==> src/rtl/hk_spi_regs.sv <==
`timescale 1ns/1ps
// hk_spi_regs: housekeeping SPI slave (mode 0) exposing chip ID bytes and PLL/IRQ/ext-reset controls.
// Latency: SPI pins are seen 2 clocks late through synchronizers; a written byte is visible 1 clock after its 8th bit.
// Backpressure: none; the host paces every transfer with sck, and csb high aborts the frame.
module hk_spi_regs #(
    parameter logic [11:0] MFG_ID     = 12'h456,
    parameter logic [7:0]  PRODUCT_ID = 8'h11,
    parameter logic [31:0] PROJECT_ID = 32'h0
) (
    input  logic        clock,
    input  logic        reset,
    input  logic        sck,
    input  logic        csb,
    input  logic        sdi,
    output logic        sdo,
    output logic        sdo_oe,
    input  logic        trap,
    output logic        pll_ena,
    output logic        pll_dco_ena,
    output logic        pll_bypass,
    output logic        irq,
    output logic        reset_ext,
    output logic [25:0] pll_trim,
    output logic [2:0]  pll_sel,
    output logic [2:0]  pll90_sel,
    output logic [4:0]  pll_div
);

    typedef enum logic [1:0] {
        IDLE = 2'd0,
        CMD  = 2'd1,
        ADDR = 2'd2,
        DATA = 2'd3
    } state_t;

    state_t      state, state_nxt;

    logic        sck_m, sck_s, sck_d;
    logic        csb_m, csb_s, csb_d;
    logic        sdi_m, sdi_s;

    logic        sck_rise, csb_fall, bit_tick, byte_done;
    logic [2:0]  bit_cnt;
    logic [6:0]  shift_in;
    logic [7:0]  byte_in;
    logic [7:0]  addr;
    logic [7:0]  out_sr;
    logic        rd_en, wr_en;
    logic [7:0]  rd_addr, rd_dat;
    logic        reg_wr;

    logic [1:0]  reg08;
    logic        reg09, reg0a, reg0b;
    logic [7:0]  reg0d, reg0e, reg0f;
    logic [1:0]  reg10;
    logic [5:0]  reg11;
    logic [4:0]  reg12;

    // csb chain resets low so a frame already in progress at reset release
    // never looks like a fresh falling edge; it must see csb high first.
    always_ff @(posedge clock) begin
        if (reset) begin
            sck_m <= 1'b0; sck_s <= 1'b0; sck_d <= 1'b0;
            csb_m <= 1'b0; csb_s <= 1'b0; csb_d <= 1'b0;
            sdi_m <= 1'b0; sdi_s <= 1'b0;
        end else begin
            sck_m <= sck;  sck_s <= sck_m; sck_d <= sck_s;
            csb_m <= csb;  csb_s <= csb_m; csb_d <= csb_s;
            sdi_m <= sdi;  sdi_s <= sdi_m;
        end
    end

    assign sck_rise  = sck_s & ~sck_d;
    assign csb_fall  = csb_d & ~csb_s;
    assign bit_tick  = sck_rise & ~csb_s & (state != IDLE);
    assign byte_done = bit_tick & (bit_cnt == 3'd7);
    assign byte_in   = {shift_in, sdi_s};
    assign reg_wr    = byte_done & wr_en & (state == DATA);

    always_ff @(posedge clock) begin
        if (reset) begin
            state <= IDLE;
        end else begin
            state <= state_nxt;
        end
    end

    always_comb begin
        state_nxt = state;
        if (csb_s) begin
            state_nxt = IDLE;
        end else begin
            case (state)
                IDLE:    if (csb_fall)  state_nxt = CMD;
                CMD:     if (byte_done) state_nxt = ADDR;
                ADDR:    if (byte_done) state_nxt = DATA;
                DATA:    state_nxt = DATA;
                default: state_nxt = IDLE;
            endcase
        end
    end

    // An unknown command leaves both rd_en and wr_en clear, so the rest of
    // the frame walks the FSM without ever driving sdo or touching a register.
    always_ff @(posedge clock) begin
        if (reset) begin
            bit_cnt  <= 3'd0;
            shift_in <= 7'd0;
            addr     <= 8'd0;
            out_sr   <= 8'd0;
            rd_en    <= 1'b0;
            wr_en    <= 1'b0;
        end else if (csb_s) begin
            bit_cnt <= 3'd0;
            rd_en   <= 1'b0;
            wr_en   <= 1'b0;
        end else if (state == IDLE) begin
            bit_cnt <= 3'd0;
        end else if (bit_tick) begin
            shift_in <= byte_in[6:0];
            bit_cnt  <= bit_cnt + 3'd1;
            case (state)
                CMD: begin
                    if (byte_done) begin
                        rd_en <= (byte_in == 8'h40) || (byte_in == 8'hc0);
                        wr_en <= (byte_in == 8'h80) || (byte_in == 8'hc0);
                    end
                end
                ADDR: begin
                    if (byte_done) begin
                        addr <= byte_in;
                        if (rd_en) out_sr <= rd_dat;
                    end
                end
                DATA: begin
                    if (byte_done) begin
                        addr <= addr + 8'd1;
                        if (rd_en) out_sr <= rd_dat;
                    end else begin
                        out_sr <= {out_sr[6:0], 1'b0};
                    end
                end
                default: ;
            endcase
        end
    end

    assign sdo_oe = (state == DATA) & rd_en;
    assign sdo    = sdo_oe & out_sr[7];

    // Only one lookup is needed per clock: the just-received address while in
    // ADDR, otherwise the byte after the current one for streaming.
    assign rd_addr = (state == ADDR) ? byte_in : addr + 8'd1;

    always_comb begin
        rd_dat = 8'h00;
        case (rd_addr)
            8'h01:   rd_dat = {4'b0, MFG_ID[11:8]};
            8'h02:   rd_dat = MFG_ID[7:0];
            8'h03:   rd_dat = PRODUCT_ID;
            8'h04:   rd_dat = PROJECT_ID[31:24];
            8'h05:   rd_dat = PROJECT_ID[23:16];
            8'h06:   rd_dat = PROJECT_ID[15:8];
            8'h07:   rd_dat = PROJECT_ID[7:0];
            8'h08:   rd_dat = {6'b0, reg08};
            8'h09:   rd_dat = {7'b0, reg09};
            8'h0a:   rd_dat = {7'b0, reg0a};
            8'h0b:   rd_dat = {7'b0, reg0b};
            8'h0c:   rd_dat = {7'b0, trap};
            8'h0d:   rd_dat = reg0d;
            8'h0e:   rd_dat = reg0e;
            8'h0f:   rd_dat = reg0f;
            8'h10:   rd_dat = {6'b0, reg10};
            8'h11:   rd_dat = {2'b0, reg11};
            8'h12:   rd_dat = {3'b0, reg12};
            default: rd_dat = 8'h00;
        endcase
    end

    always_ff @(posedge clock) begin
        if (reset) begin
            reg08 <= 2'b10;
            reg09 <= 1'b1;
            reg0a <= 1'b0;
            reg0b <= 1'b0;
            reg0d <= 8'hff;
            reg0e <= 8'hef;
            reg0f <= 8'hff;
            reg10 <= 2'b11;
            reg11 <= 6'h12;
            reg12 <= 5'h04;
        end else if (reg_wr) begin
            case (addr)
                8'h08:   reg08 <= byte_in[1:0];
                8'h09:   reg09 <= byte_in[0];
                8'h0a:   reg0a <= byte_in[0];
                8'h0b:   reg0b <= byte_in[0];
                8'h0d:   reg0d <= byte_in;
                8'h0e:   reg0e <= byte_in;
                8'h0f:   reg0f <= byte_in;
                8'h10:   reg10 <= byte_in[1:0];
                8'h11:   reg11 <= byte_in[5:0];
                8'h12:   reg12 <= byte_in[4:0];
                default: ;
            endcase
        end
    end

    assign pll_ena     = reg08[0];
    assign pll_dco_ena = reg08[1];
    assign pll_bypass  = reg09;
    assign irq         = reg0a;
    assign reset_ext   = reg0b;
    assign pll_trim    = {reg10, reg0f, reg0e, reg0d};
    assign pll_sel     = reg11[2:0];
    assign pll90_sel   = reg11[5:3];
    assign pll_div     = reg12;

endmodule

==> config.mk <==
export PLATFORM = sky130hd
export DESIGN_NAME = hk_spi_regs
export DESIGN_NICKNAME = d
export VERILOG_FILES = /design/src/rtl/hk_spi_regs.sv
export SDC_FILE = /design/constraint.sdc
export NUM_CORES = 1
export LEC_CHECK = 0
export CAP_MARGIN = 20
export CORE_MARGIN = 3
export CORE_UTILIZATION = 30
export CTS_BUF_LIST = sky130_fd_sc_hd__clkbuf_2 sky130_fd_sc_hd__clkbuf_4 sky130_fd_sc_hd__clkbuf_8
export DETAILED_ROUTE_END_ITERATION = 10
export GPL_TIMING_DRIVEN = 0
export PLACE_DENSITY_LB_ADDON = 0.25
export SYNTH_ARGS = -nofsm -noshare
export SYNTH_HDL_FRONTEND = slang
export SYNTH_SLANG_ARGS = --single-unit
==> constraint.sdc <==
create_clock -name clock -period 3.25 [get_ports clock]
set_clock_uncertainty 0.1 [all_clocks]
set_input_delay 0.975 -clock clock [delete_from_list [all_inputs] [get_ports clock]]
set_output_delay 0.975 -clock clock [all_outputs]
set_load 0.05 [all_outputs]
==> flow_summary.html <==
<table>
<tr><th>Metric</th><th>Value</th></tr>
<tr><th colspan="2">Floorplanning</th></tr>
<tr><td>Die X</td><td>122 um</td></tr>
<tr><td>Number of placed I/O pins</td><td>50</td></tr>
<tr><td>Total die area</td><td>15,000 um^2</td></tr>
<tr><td>Vertical extent of the die</td><td>122 um</td></tr>
<tr><td>Starting utilization of the core area</td><td>31.4%</td></tr>
<tr><td>Core Footprint</td><td>12,900 um^2</td></tr>
<tr><td>Number of placement rows</td><td>41</td></tr>
<tr><th colspan="2">Detailed routing</th></tr>
<tr><td>Detailed-route vias per instance</td><td>5.37</td></tr>
<tr><td>TritonRoute pass-1 iters</td><td>5</td></tr>
<tr><td>DRT iter0 DRCs</td><td>259</td></tr>
<tr><td>Average routed wire per standard cell</td><td>17.7 um</td></tr>
<tr><td>DRC violations left</td><td>0</td></tr>
<tr><td>Number of nets still failing antenna checks after routing</td><td>0</td></tr>
<tr><td>Total via count in the routed design</td><td>4,029</td></tr>
<tr><td>DRT Wirelength</td><td>13,300 um</td></tr>
<tr><th colspan="2">Global route</th></tr>
<tr><td>GRT Max-Usage Layer</td><td>met2</td></tr>
<tr><td>Global routing met1 resource utilization</td><td>26.3%</td></tr>
<tr><td>Number of antenna violations at the first check in global routing</td><td>0</td></tr>
<tr><td>First-pass GRT wire length</td><td>21,100 um</td></tr>
<tr><td>GRT Util Overall</td><td>18.2%</td></tr>
<tr><td>Met2 capacity usage during global routing</td><td>26.7%</td></tr>
<tr><td>Largest net degree at the start of global routing</td><td>15</td></tr>
<tr><td>Overflow left after global routing</td><td>0</td></tr>
<tr><td>Met3 GRT Util</td><td>3.96%</td></tr>
<tr><td>Via count of the first global-routing pass</td><td>3,858</td></tr>
<tr><th colspan="2">Layout</th></tr>
<tr><td>Final core utilization</td><td>38.2%</td></tr>
<tr><td>Final nets</td><td>585</td></tr>
<tr><td>Ant. Diodes</td><td>0</td></tr>
<tr><td>Ratio of cells with drive above 1 in the final layout</td><td>7.44%</td></tr>
<tr><td>Number of standard cells in the layout, taps in and fillers out</td><td>750</td></tr>
<tr><td>Post-synthesis to final-layout area growth</td><td>21.5%</td></tr>
<tr><td>Fill cell instance count of the final layout</td><td>1,388</td></tr>
<tr><th colspan="2">STA</th></tr>
<tr><td>Slew headroom</td><td>39.9%</td></tr>
<tr><td>Number of hold-slack violations in the final timing report</td><td>0</td></tr>
<tr><td>Number of pins exceeding their max-slew limit in the final report</td><td>0</td></tr>
<tr><td>Transition time at the pin with the least slew margin</td><td>0.895 ns</td></tr>
<tr><td>Worst hold slack</td><td>0.354 ns</td></tr>
<tr><td>Setup repair after global routing missed its margin</td><td>false</td></tr>
<tr><td>Final Critical Period</td><td>2.97 ns</td></tr>
<tr><td>Final setup violation count</td><td>0</td></tr>
<tr><td>Achievable Freq</td><td>336 MHz</td></tr>
<tr><td>Part of the cycle the worst path needs</td><td>91.5%</td></tr>
<tr><td>Setup TNS</td><td>0 ns</td></tr>
<tr><th colspan="2">Clock tree</th></tr>
<tr><td>TritonCTS clock tree</td><td>yes</td></tr>
<tr><td>Clock insertion delay at the later pin of the skew report</td><td>0.36 ns</td></tr>
<tr><td>CTS HTree Levels</td><td>3</td></tr>
<tr><td>Largest buffer count on any clock path</td><td>2</td></tr>
<tr><td>Number of buffers inserted during clock tree synthesis</td><td>9</td></tr>
<tr><td>Count of clock tree sinks</td><td>80</td></tr>
<tr><td>Clock-pin slew on the worst setup and hold paths</td><td>0.09 ns</td></tr>
<tr><td>Cell at the root of the clock tree</td><td>sky130_fd_sc_hd__clkbuf_8</td></tr>
<tr><th colspan="2">Placed design</th></tr>
<tr><td>HPWL reported at the end of detailed placement</td><td>9610 um</td></tr>
<tr><td>RePlAce Congestion</td><td>0.877</td></tr>
<tr><td>Number of buffer cells added on primary ports</td><td>49</td></tr>
<tr><td>Post-placement cell count</td><td>735</td></tr>
<tr><th colspan="2">Setup path</th></tr>
<tr><td>Slowest library cell on the worst path</td><td>sky130_fd_sc_hd__mux2i_2</td></tr>
<tr><td>Critical path class</td><td>register to register</td></tr>
<tr><td>Required time of the critical path</td><td>3.38 ns</td></tr>
<tr><td>Largest fanout of any net on the critical path</td><td>8</td></tr>
<tr><td>Timing startpoint of the critical path</td><td>addr[0]$_SDFFE_PP0P_</td></tr>
<tr><td>List of cells traversed by the critical path</td><td>inv_1, ha_1, mux2i_2, mux2i_1, o21ai_1, and3_1, o31ai_1, a2111oi_2</td></tr>
<tr><td>Critical Path Source Type</td><td>register</td></tr>
<tr><td>Arrival time reported for the critical path endpoint</td><td>3.10 ns</td></tr>
<tr><td>Startpoint of the lowest-slack register-to-register path</td><td>addr[0]$_SDFFE_PP0P_</td></tr>
<tr><td>Worst Setup End Kind</td><td>register</td></tr>
<tr><td>Highest cell delay on the worst timing path</td><td>0.62 ns</td></tr>
<tr><th colspan="2">Logic synthesis</th></tr>
<tr><td>Syn Std Cell Area</td><td>4070 um^2</td></tr>
<tr><td>Number of enable-type register cells in the synthesized netlist</td><td>0</td></tr>
<tr><td>Synth Register Bits</td><td>80</td></tr>
<tr><td>Portion of synthesized cell area occupied by the leading cell type</td><td>39.4%</td></tr>
<tr><td>Average cell area after synthesis</td><td>7.91 um^2</td></tr>
<tr><td>Post-synthesis cell count</td><td>514</td></tr>
<tr><td>Most area-consuming cells after synthesis</td><td>sky130_fd_sc_hd__dfxtp_1 39%, sky130_fd_sc_hd__nand2_1 10%, sky130_fd_sc_hd__a21oi_1 5.0%</td></tr>
<tr><td>Most used flip-flop cell after synthesis</td><td>sky130_fd_sc_hd__dfxtp_1</td></tr>
<tr><td>Proportion of synthesized flip-flops having asynchronous set or reset</td><td>0%</td></tr>
<tr><td>Yosys warning count</td><td>0</td></tr>
<tr><td>Dominant cell type by area after synthesis</td><td>sky130_fd_sc_hd__dfxtp_1</td></tr>
<tr><td>Nets in the synthesized netlist</td><td>526</td></tr>
<tr><td>Register area share after synthesis</td><td>39.4%</td></tr>
<tr><td>Unique cell type count in the Yosys netlist</td><td>62</td></tr>
<tr><th colspan="2">Pwr</th></tr>
<tr><td>Final Total Pwr</td><td>1.70 mW</td></tr>
<tr><td>Worst supply voltage drop on vdd</td><td>0.185 mV</td></tr>
<tr><td>Pleak</td><td>1.86 nW</td></tr>
<tr><td>Areal power density over the cells</td><td>345 nW/um^2</td></tr>
<tr><th colspan="2">Hold path</th></tr>
<tr><td>Classification of the worst-slack hold path</td><td>register to register</td></tr>
<tr><td>Beginning of the worst hold path</td><td>csb_m$_SDFF_PP0_</td></tr>
<tr><th colspan="2">Flow run</th></tr>
<tr><td>Max-Cap Viols</td><td>0</td></tr>
<tr><th colspan="2">Outcome</th></tr>
<tr><td>Result of the run</td><td>completed</td></tr>
</table>
## through the flow
stage / setup WS (ns) / instance area, um^2
global placement: 0.152 / 4770
CTS: 0.0111 / 4940
global route: 0.0652 / 4940
floorplan: 0.438 / 4070
detailed placement: 0.139 / 4770
finish: 0.276 / 4940
## registers in the layout, summed over array words and instances, names as in the netlist, 2 cells and up
signal and cells:
addr 8, reg10 2, bit_cnt 3, shift_in 7, reg0e 8, reg08 2
reg0f 8, pll_div 5, reg11 6, out_sr 8, reg0d 8, state 2
## per-layer routing
metal / routed length, um / part of all wire, % / vias to the layer above
met2: 5710 / 43 / 146
met4: 327 / 2.5 / 0
met1: 6380 / 48 / 1925
met3: 840 / 6.3 / 24
met5: 0 / 0 / -
li1: - / - / 1934
## path summary, 6_finish.rpt
check	depth (start not counted)	endpoint	slack (ns)
worst min-delay path	1	csb_s$_SDFF_PP0_	0.35
worst max register to register	8	out_sr[0]$_SDFFE_PP0P_	0.28
worst min register to register	1	csb_s$_SDFF_PP0_	0.35
worst max-delay path	8	out_sr[0]$_SDFFE_PP0P_	0.28
## cells in the mapped netlist, types with 4 or more instances
cell type and number:
sky130_fd_sc_hd__and3_1 6, sky130_fd_sc_hd__clkbuf_1 24, sky130_fd_sc_hd__ha_1 6, sky130_fd_sc_hd__a31oi_1 5
sky130_fd_sc_hd__o211ai_1 8, sky130_fd_sc_hd__a21oi_1 41, sky130_fd_sc_hd__nand3_1 40, sky130_fd_sc_hd__buf_4 4
sky130_fd_sc_hd__nor2_1 25, sky130_fd_sc_hd__nand2_1 111, sky130_fd_sc_hd__inv_1 9, sky130_fd_sc_hd__o22ai_1 4
sky130_fd_sc_hd__buf_2 8, sky130_fd_sc_hd__nor2b_1 11, sky130_fd_sc_hd__o21a_1 4, sky130_fd_sc_hd__and2_1 6
sky130_fd_sc_hd__xnor2_1 4, sky130_fd_sc_hd__a22oi_1 6, sky130_fd_sc_hd__mux2i_1 17, sky130_fd_sc_hd__a22o_1 5
sky130_fd_sc_hd__dfxtp_1 80, sky130_fd_sc_hd__o21ai_0 12, sky130_fd_sc_hd__nor3_1 12
## kinds of logic after synthesis
| group | share of synthesized area [%] |
|---|---|
| and+or+nand+nor | 27.4 |
| DFF | 39.4 |
| adders and majority gates | 1.85 |
| xor gates and xnor gates | 1.51 |
| AOI/OAI and AO/OA | 18.7 |
| muxes | 5.63 |
| buffers and inverters | 5.51 |
## area by class of cell
type	count	area, um^2	share of cell area (%)
plain buffers	39	186	3.78
multi-input cells	385	2240	45.4
clock buffers	9	124	2.51
well taps	172	215	4.36
inverters	9	33.8	0.684
flip-flops and latches	80	1600	32.4
repair buffers	49	488	9.88
clock inverters	7	48.8	0.988
## worst max-delay path: cells and delay by family (launching register included)
kind / cells / cell delay [ns]
multiplexers: 2 / 0.89
adder cells (fa/ha/maj): 1 / 0.38
buffers and inverters: 1 / 0.14
flip-flops: 1 / 0.48
AO/OA/AOI/OAI: 3 / 0.64
AND/OR/NAND/NOR: 1 / 0.22
## where the power goes
| group | switching (mW) | total, mW | internal (mW) |
|---|---|---|---|
| sequential | 0.00229 | 0.986 | 0.984 |
| combinational | 0.0326 | 0.0462 | 0.0136 |
| clock | 0.393 | 0.670 | 0.277 |
| total | 0.428 | 1.70 | 1.27 |
## placed cells by master (no fill, tap or decap), types with 4 or more instances in the layout
master / count
sky130_fd_sc_hd__a22o_1: 5
sky130_fd_sc_hd__a31oi_1: 5
sky130_fd_sc_hd__a21oi_1: 41
sky130_fd_sc_hd__clkbuf_1: 23
sky130_fd_sc_hd__inv_1: 9
sky130_fd_sc_hd__clkdlybuf4s50_1: 47
sky130_fd_sc_hd__buf_2: 8
sky130_fd_sc_hd__o21ai_0: 12
sky130_fd_sc_hd__dfxtp_1: 80
sky130_fd_sc_hd__o211ai_1: 8
sky130_fd_sc_hd__clkbuf_8: 9
sky130_fd_sc_hd__nand3_1: 40
sky130_fd_sc_hd__nor3_1: 12
sky130_fd_sc_hd__o22ai_1: 4
sky130_fd_sc_hd__mux2i_1: 17
sky130_fd_sc_hd__and2_1: 6
sky130_fd_sc_hd__o21a_1: 4
sky130_fd_sc_hd__and3_1: 6
sky130_fd_sc_hd__ha_1: 6
sky130_fd_sc_hd__nand2_1: 111
sky130_fd_sc_hd__nor2_1: 25
sky130_fd_sc_hd__buf_4: 4
sky130_fd_sc_hd__nor2b_1: 11
sky130_fd_sc_hd__a22oi_1: 6
sky130_fd_sc_hd__xnor2_1: 4
## what timing repair did
| item | CTS | global route |
|---|---|---|
| resized for setup | 2 | 0 |
| endpoints found under the hold margin | 0 | 0 |
| setup buffers | 0 | 0 |
| hold buffers | 0 | 0 |
| setup endpoints to repair | 2 | 1 |
| pin swaps | 0 | 0 |
Note: power is estimated with default switching activity, not from simulation.
